--- config.mk ---
export PLATFORM = sky130hd
export DESIGN_NAME = alarm_seq
export DESIGN_NICKNAME = d
export VERILOG_FILES = /design/src/rtl/alarm_seq.sv
export SDC_FILE = /design/constraint.sdc
export NUM_CORES = 1
export LEC_CHECK = 0
export ABC_AREA = 1
export CORE_ASPECT_RATIO = 1.2
export CORE_UTILIZATION = 40
export CTS_CLUSTER_SIZE = 16
export DETAILED_ROUTE_END_ITERATION = 12
export PLACE_DENSITY_LB_ADDON = 0.12
export SYNTH_ARGS = -nofsm -noshare
export SYNTH_HDL_FRONTEND = slang
export SYNTH_SLANG_ARGS = --single-unit
--- constraint.sdc ---
create_clock -name clock -period 23.4 [get_ports clock]
set_clock_uncertainty 0.2 [all_clocks]
set_input_delay 4.68 -clock clock [delete_from_list [all_inputs] [get_ports clock]]
set_output_delay 4.68 -clock clock [all_outputs]
set_load 0.02 [all_outputs]
--- src/rtl/alarm_seq.sv ---
// Pattern-driven alarm sequencer: plays a stored table of {light, beat} steps,
// with repeat count, snooze pause and stop abort. All outputs are registered.
module alarm_seq #(
   parameter int BEAT_W     = 12,
   parameter int DEPTH      = 16,
   parameter int STEP_DIV   = 1,
   parameter int SNOOZE_CYC = 64,
   localparam int AW        = $clog2(DEPTH)
) (
   input  logic              clock,
   input  logic              reset,
   input  logic              start,
   input  logic              stop,
   input  logic              snooze,
   input  logic              cfg_we,
   input  logic [AW-1:0]     cfg_addr,
   input  logic [BEAT_W:0]   cfg_data,
   input  logic [AW-1:0]     cfg_len,
   input  logic [7:0]        cfg_repeat,
   output logic              light,
   output logic [BEAT_W-1:0] beat,
   output logic              busy,
   output logic              done
);

   localparam int DW = (STEP_DIV > 1) ? $clog2(STEP_DIV) : 1;
   localparam int SW = $clog2(SNOOZE_CYC + 1);

   localparam logic [1:0] S_IDLE   = 2'd0;
   localparam logic [1:0] S_PLAY   = 2'd1;
   localparam logic [1:0] S_SNOOZE = 2'd2;

   logic [1:0]        state_q, state_d;
   logic [AW-1:0]     step_q, step_d;
   logic [7:0]        pass_q, pass_d;
   logic [DW-1:0]     div_q, div_d;
   logic [SW-1:0]     snz_q, snz_d;
   logic [AW-1:0]     len_q, len_d;
   logic [7:0]        rep_q, rep_d;
   logic              light_q, light_d;
   logic [BEAT_W-1:0] beat_q, beat_d;
   logic              busy_q, busy_d;
   logic              done_q, done_d;

   logic [BEAT_W:0]   mem_q [DEPTH];
   logic [DEPTH-1:0]  wr_sel;
   logic              load_en;
   logic [AW-1:0]     load_idx;

   // Pattern memory: per-entry write decode, cleared on reset.
   for (genvar gi = 0; gi < DEPTH; gi++) begin : g_wsel
      assign wr_sel[gi] = cfg_we && (cfg_addr == AW'(gi));
   end

   always_ff @(posedge clock or posedge reset) begin
      if (reset) begin
         for (int i = 0; i < DEPTH; i++) begin
            mem_q[i] <= '0;
         end
      end else begin
         for (int i = 0; i < DEPTH; i++) begin
            if (wr_sel[i]) begin
               mem_q[i] <= cfg_data;
            end
         end
      end
   end

   always_comb begin
      state_d  = state_q;
      step_d   = step_q;
      pass_d   = pass_q;
      div_d    = div_q;
      snz_d    = snz_q;
      len_d    = len_q;
      rep_d    = rep_q;
      done_d   = 1'b0;
      load_en  = 1'b0;
      load_idx = '0;

      case (state_q)
         S_IDLE: begin
            if (start && !stop) begin
               state_d = S_PLAY;
               step_d  = '0;
               pass_d  = '0;
               div_d   = '0;
               len_d   = cfg_len;
               rep_d   = cfg_repeat;
               load_en = 1'b1;
            end
         end
         S_PLAY: begin
            if (stop) begin
               state_d = S_IDLE;
            end else if (snooze) begin
               state_d = S_SNOOZE;
               snz_d   = SW'(SNOOZE_CYC);
            end else if (div_q == DW'(STEP_DIV - 1)) begin
               div_d = '0;
               if (step_q == len_q) begin
                  pass_d = pass_q + 8'd1;
                  if ((rep_q != 8'd0) && (pass_d == rep_q)) begin
                     state_d = S_IDLE;
                     done_d  = 1'b1;
                  end else begin
                     step_d  = '0;
                     load_en = 1'b1;
                  end
               end else begin
                  step_d   = step_q + AW'(1);
                  load_en  = 1'b1;
                  load_idx = step_q + AW'(1);
               end
            end else begin
               div_d = div_q + DW'(1);
            end
         end
         S_SNOOZE: begin
            if (stop) begin
               state_d = S_IDLE;
            end else if (snz_q == SW'(1)) begin
               // Resume from the top of the pattern; pass count is kept.
               state_d = S_PLAY;
               step_d  = '0;
               div_d   = '0;
               load_en = 1'b1;
            end else begin
               snz_d = snz_q - SW'(1);
            end
         end
         default: begin
            state_d = S_IDLE;
         end
      endcase

      // Outputs follow the next state; entries are only sampled at step loads.
      light_d = light_q;
      beat_d  = beat_q;
      busy_d  = 1'b0;
      if (state_d == S_PLAY) begin
         busy_d = 1'b1;
         if (load_en) begin
            {light_d, beat_d} = mem_q[load_idx];
         end
      end else if (state_d == S_SNOOZE) begin
         busy_d  = 1'b1;
         light_d = 1'b0;
         beat_d  = '0;
      end else begin
         light_d = 1'b0;
         beat_d  = '0;
      end
   end

   always_ff @(posedge clock or posedge reset) begin
      if (reset) begin
         state_q <= S_IDLE;
         step_q  <= '0;
         pass_q  <= '0;
         div_q   <= '0;
         snz_q   <= '0;
         len_q   <= '0;
         rep_q   <= '0;
         light_q <= 1'b0;
         beat_q  <= '0;
         busy_q  <= 1'b0;
         done_q  <= 1'b0;
      end else begin
         state_q <= state_d;
         step_q  <= step_d;
         pass_q  <= pass_d;
         div_q   <= div_d;
         snz_q   <= snz_d;
         len_q   <= len_d;
         rep_q   <= rep_d;
         light_q <= light_d;
         beat_q  <= beat_d;
         busy_q  <= busy_d;
         done_q  <= done_d;
      end
   end

   assign light = light_q;
   assign beat  = beat_q;
   assign busy  = busy_q;
   assign done  = done_q;

endmodule

# Yosys cells after proc, flatten, opt, wreduce, memory -nomap -nowiden
# Index checks and enable logic that the tools add are counted.
[classes]
n_addsub = 4
order_cmp = 1
n_eq_ne = 33
n_mux = 65
n_bitwise = 1
n_reduce_logical = 30
[op_table]
columns = ["operator", "n"]
rows = [
  ["$bmux 13 s4", 1],
  ["$mux 4", 13],
  ["$mux 8", 5],
  ["$eq 4x4->1 const B", 8],
  ["$mux 7", 4],
  ["$mux 13", 2],
  ["$mux 1", 24],
  ["$mux 12", 2],
  ["$ne 2x2->1 const B", 10],
  ["$logic_and 1x1->1", 18],
  ["$eq 4x3->1 const B", 4],
  ["$mux 2", 8],
  ["$pmux 8 s2", 1],
  ["$pmux 7 s2", 1],
  ["$pmux 4 s3", 1],
  ["$reduce_and 6->1", 2],
  ["$add 8x1->8 const B", 1],
  ["$eq 4x2->1 const B", 2],
  ["$eq 8x8->1", 1],
  ["$reduce_and 8->1", 1],
  ["$reduce_bool 8->1", 1],
  ["$eq 7x1->1 const B", 1],
  ["$sub 7x1->7 const B", 1],
  ["$pmux 1 s3", 2],
  ["17 further kinds", 20],
]
[word_totals]
reg_bits = 257
inputBits = 35
out_inout_bits = 15
wordCells = 161

# Longest topological paths before layout
[logic_depth]
ltp_word = 12
depth_mapped = 17
depth_no_buf = 16

# Worst setup path after synthesis
# Ideal clock, no wire load.
[synth_timing]
kind = "input to register"
from = "input port snooze"
to = "register beat_q[0] (netlist: beat[0])"
setup_ns = 0.077
t_arrival_ns = 6.530
required_time_ns = 23.123
setup_slack_ns = 16.592
stages = 13
path_buffers = 3
path_cell_list = "or2_1 > nor2_2 > buf_6 > inv_1 > a32o_1 > inv_1 > nand2_2 > inv_2 > buf_2 > ha_1 > clkbuf_1 > nand2_1 > a21oi_1"
[synth_between]
word_cells_on_any_way = 17
classes_between = "2 x eq/ne; 14 x mux; 1 x bitwise"
[synth_rtl]
columns = ["element", "line_no", "text"]
rows = [
  ["start, declared", "14", "input logic snooze,"],
  ["$mux 2 (*)", "96", "end else if (snooze) begin"],
  ["$mux 2 (*)", "94", "if (stop) begin"],
  ["$pmux 2 s3 (*)", "81", "case (state_q)"],
  ["named net state_d[0]", "33", "logic [1:0] state_q, state_d;"],
  ["$eq 2x1->1 (*)", "141", "if (state_d == S_PLAY) begin"],
  ["$ne 2x2->1 (no source line) / $mux 12 (equally long branches)", "-", ""],
  ["end signal, assigned", "178", "beat_q <= beat_d;"],
  ["end, declared", "41", "logic [BEAT_W-1:0] beat_q, beat_d;"],
]
# The timed path passes the listed nets; every way through them passes the cells marked *. The select of a mux whose other input is x is not followed.
# A chain may end at the register's enable or synchronous reset.

# Final worst setup path
[layout_timing]
from = "input port stop"
to = "register beat_q[4] (netlist: beat[4])"
[layout_between]
elab_chain_len = 8
word_cells_on_any_way = 20
classes_between = "2 x eq/ne; 15 x mux; 1 x bitwise; 2 x reduce/logical"
[layout_lines]
columns = ["element", "line_no", "text"]
rows = [
  ["start, declared", "13", "input logic stop,"],
  ["$mux 4", "94", ""],
  ["$mux 4", "81", ""],
  ["$not 4->5 (implied by the code)", "144", "{light_d, beat_d} = mem_q[load_idx];"],
  ["$bmux 13 s4", "144", ""],
  ["$mux 13 (implied by the code) (2 in series)", "144", ""],
  ["$mux 12", "143", "if (load_en) begin"],
  ["$mux 12", "141", ""],
]
# Parallel ways exist; a longest one is shown, timed or not. The select of a mux whose other input is x is not followed.

==> impl_metrics.yaml <==
min_path:
  hold_path_class: "flop to flop"
clock_network:
  post_cts.repair.setup_buffers: 0
  cts.reportedPaths.clkPinSlew_ns: 0.06
  cts_resized: 0
  clock-root-buffer: "sky130_fd_sc_hd__clkbuf_16"
  cts_buffers: 29
  ctsHoldBuffers: 0
  htree_num_levels: 1
  clock_tree_from_tritoncts: "done"
  max-clock-path-buffers: 3
  cts_sinks: 256
  clk-insertion-delay-late_ns: 0.55
finish:
  postLayoutCoreUtil: 0.462
  layout-drive-gt1-share: 0.0508
  areaGrowthSynthToFinish_pct: 12.8
  final_net_count: 1535
  finalInstanceArea_mm2: 0.0138
  antenna_cells: 0
  finish.cell_count_without_fillers: 1906
placed_design:
  dp_cells: 1854
  dp_hpwl_mm: 21.0
  globalplace.congestion: 0.792
  place_worst_setup_slack_ns: 14.27
  port_buffers: 49
  postPlaceCellArea_mm2: 0.0128
floorplan:
  coreArea_mm2: 0.0299
  pin_count: 50
  fp.dieH_um: 194
  effective_utilization_at_floorplan: 0.409
  chipWidth_um: 162
  placementRows: 69
  fp.dieArea_mm2: 0.0313
timing:
  postLayoutSetupSlackWorst_ns: 14.73
  worst_hold_slack_ns: 0.282
  hold_viol_final: 0
  setup-tns-final_ns: 0
  rsz0062_at_grt: "no"
  min_period_over_period: 0.371
  relSlewSlack: 0.254
  worst-slew-pin-transition_ns: 1.12
  final_max_slew_viol_count: 0
  report.final.setup_viol: 0
  period_minus_slack_ns: 8.67
  fmax_mhz: 115
setup_path:
  worstPathArrival_ns: 8.92
  reg2reg_setup_slack_ns: 18.65
  crit_path_cell_trace: "clkdlybuf4s50_1, or2_1, nor2_4, buf_4, nand3_4, clkinv_1, nand3_1, nand3_1, nand3_1, nand2_1, inv_1"
  critical_path_cell_count: 11
  setup.worst_path.start: "stop"
  r2r_start: "step_q[0]"
  worst_setup_path_start_kind: "primary input"
  worstSetupEndpoint: "beat[4]"
  critical_path.max_stage_delay_ns: 0.86
  worst_ep_required_time_ns: 23.64
  cp_common_cell: "sky130_fd_sc_hd__nand3_1"
  critPathBufInv: 4
  ff2ff_path_depth: 16
  slowest_stage: "sky130_fd_sc_hd__buf_4"
  critPathKind: "primary input to flop"
  critPathCaptureType: "flop"
  rr_endpoint: "beat[4]"
  cpLargestDelayFamily: "buffers and inverters"
  timing.critical_path.fanout_max: 76
detailed_routing:
  drt_first_pass_iters: 6
  via_total_after_detailed_routing: 10600
  dr.first_iter.drc_count: 969
  route.final.wire_length_mm: 37.3
  drt-vias-per-instance: 5.57
  drcViolationCount: 0
  routed_wire_length_per_instance_um: 19.6
  drtAntennaViolNets: 0
status:
  outcome: "complete, no violations"
grt:
  grtUsageMet2: 0.390
  grt_max_degree: 122
  groute.usage.overall: 0.246
  grt.met3_usage: 0.0313
  grt_first_pass_wirelength_mm: 60.3
  grt_use_met1: 0.351
  globalRouteOverflowTotal: 0
  antenna_violations_before_repair: 0
  grt.busiest_layer: "met2"
  vias_in_the_first_global_route: 10500
power_and_ir_drop:
  power_per_cell_area_mw_per_mm2: 92.4
  power_frac_comb: 0.186
  power_report.internal_total_mw: 0.889
  total_leakage_power_nw: 6.38
  pwr-share-seq: 0.456
  peakVddDrop_uv: 46.2
  total_power_mw: 1.27
  clockPowerShare: 0.359
  power.net_switching_mw: 0.386
  switching_share: 0.303
logic_synthesis:
  synth.cell_area_mm2: 0.0122
  avgSynthCellArea_um2: 8.09
  post_synthesis_register_bit_count: 256
  asyncSetResetFlopFracSynth: 1.00
  synth_warnings: 0
  post_synth_inst_count: 1511
  synth_nets: 1551
  synth_ff_type: "sky130_fd_sc_hd__dfrtp_1"
  synth_edf_count: 0
  synth.yosys.seq_area_share: 0.524
  synthDistinctLibCells: 36
job:
  drv.max_cap_violation_count: 0
[worst min-delay path by stage]
| stage | endpoint | start | cells past startpoint | slack (ns) |
|---|---|---|---|---|
| 5_1_grt | mem_q[20] | mem_q[20] | 2 | 0.30 |
| 2_1_floorplan | snz_q[6] | snz_q[6] | 1 | 0.25 |
| 3_5_place_dp | mem_q[20] | mem_q[20] | 2 | 0.27 |
| 4_1_cts | mem_q[131] | mem_q[131] | 2 | 0.29 |
| 3_3_place_gp | mem_q[106] | mem_q[106] | 2 | 0.27 |
| 6_report | mem_q[86] | mem_q[86] | 2 | 0.28 |
[Yosys cell counts (3+ instances only)]
cell | n | area, µm²
sky130_fd_sc_hd__ha_1 | 5 | 62.6
sky130_fd_sc_hd__nand2_1 | 423 | 1590
sky130_fd_sc_hd__buf_6 | 4 | 45.0
sky130_fd_sc_hd__nor2_1 | 32 | 120
sky130_fd_sc_hd__clkbuf_1 | 68 | 255
sky130_fd_sc_hd__inv_1 | 85 | 319
sky130_fd_sc_hd__buf_2 | 39 | 195
sky130_fd_sc_hd__nand3_1 | 203 | 1020
sky130_fd_sc_hd__nand4_1 | 108 | 676
sky130_fd_sc_hd__inv_2 | 6 | 22.5
sky130_fd_sc_hd__a21oi_1 | 25 | 125
sky130_fd_sc_hd__nor3_1 | 4 | 20.0
sky130_fd_sc_hd__o22ai_1 | 3 | 18.8
sky130_fd_sc_hd__o21ai_0 | 223 | 1120
sky130_fd_sc_hd__mux2_2 | 3 | 33.8
sky130_fd_sc_hd__dfrtp_1 | 256 | 6410
[placed cells by master (no fill, tap or decap), types with 5 or more instances in the layout]
master                            synthesis  final
sky130_fd_sc_hd__clkbuf_1                68     10
sky130_fd_sc_hd__nand2_1                423    422
sky130_fd_sc_hd__nand4_1                108    108
sky130_fd_sc_hd__clkbuf_8                 0      8
sky130_fd_sc_hd__buf_4                    1     17
sky130_fd_sc_hd__nor2_1                  32     32
sky130_fd_sc_hd__inv_2                    6      5
sky130_fd_sc_hd__o21ai_0                223    223
sky130_fd_sc_hd__a21oi_1                 25     25
sky130_fd_sc_hd__dfrtp_1                256    256
sky130_fd_sc_hd__ha_1                     5      5
sky130_fd_sc_hd__clkdlybuf4s50_1          0     49
sky130_fd_sc_hd__nand3_1                203    203
sky130_fd_sc_hd__inv_1                   85     84
sky130_fd_sc_hd__clkbuf_16                0     29
[routing by layer]
layer	wire, µm	share of wire	up-vias
li1	-	-	5056
met1	17500	0.47	5137
met2	16700	0.45	373
met3	2210	0.059	59
met4	863	0.023	0
met5	0	0	-
[sequential cells by signal, indices dropped and copies added (netlist names)]
| register | count |
|---|---|
| beat | 12 |
| busy | 1 |
| done | 1 |
| len_q | 4 |
| light | 1 |
| mem_q | 208 |
| pass_q | 8 |
| rep_q | 8 |
| snz_q | 7 |
| state_q | 2 |
| step_q | 4 |
[cell families after synthesis]
group / after synthesis / share of synthesized area
simple gates: 781 / 0.288
compound gates: 257 / 0.107
flops: 256 / 0.524
buf+inv: 205 / 0.0697
fa+ha+maj: 5 / 0.00512
xor+xnor: 4 / 0.00399
mux: 3 / 0.00276
[power by group through the flow]
stage	combinational, mW	sequential [mW]	clock (mW)
5_1_grt	0.274	0.592	0.482
3_5_place_dp	0.237	0.587	0
2_1_floorplan	0.174	0.576	0
3_3_place_gp	0.233	0.586	0
6_report	0.237	0.581	0.457
4_1_cts	0.237	0.580	0.466
[cell type report]
class / count / area, µm²
sequential: 256 / 6410
clock buffer: 47 / 873
clock inverter: 5 / 75.1
timing repair buffer: 66 / 618
multi-input combinational: 1050 / 4980
tap: 390 / 488
inverter: 92 / 354
fill: 3061 / 16100
[worst min-delay path, stage by stage, from the launching register on]
cell and delay, ns:
sky130_fd_sc_hd__dfrtp_1 0.34, sky130_fd_sc_hd__nand2_1 0.05, sky130_fd_sc_hd__o21ai_0 0.06
Note: power is estimated with default switching activity, not from simulation.
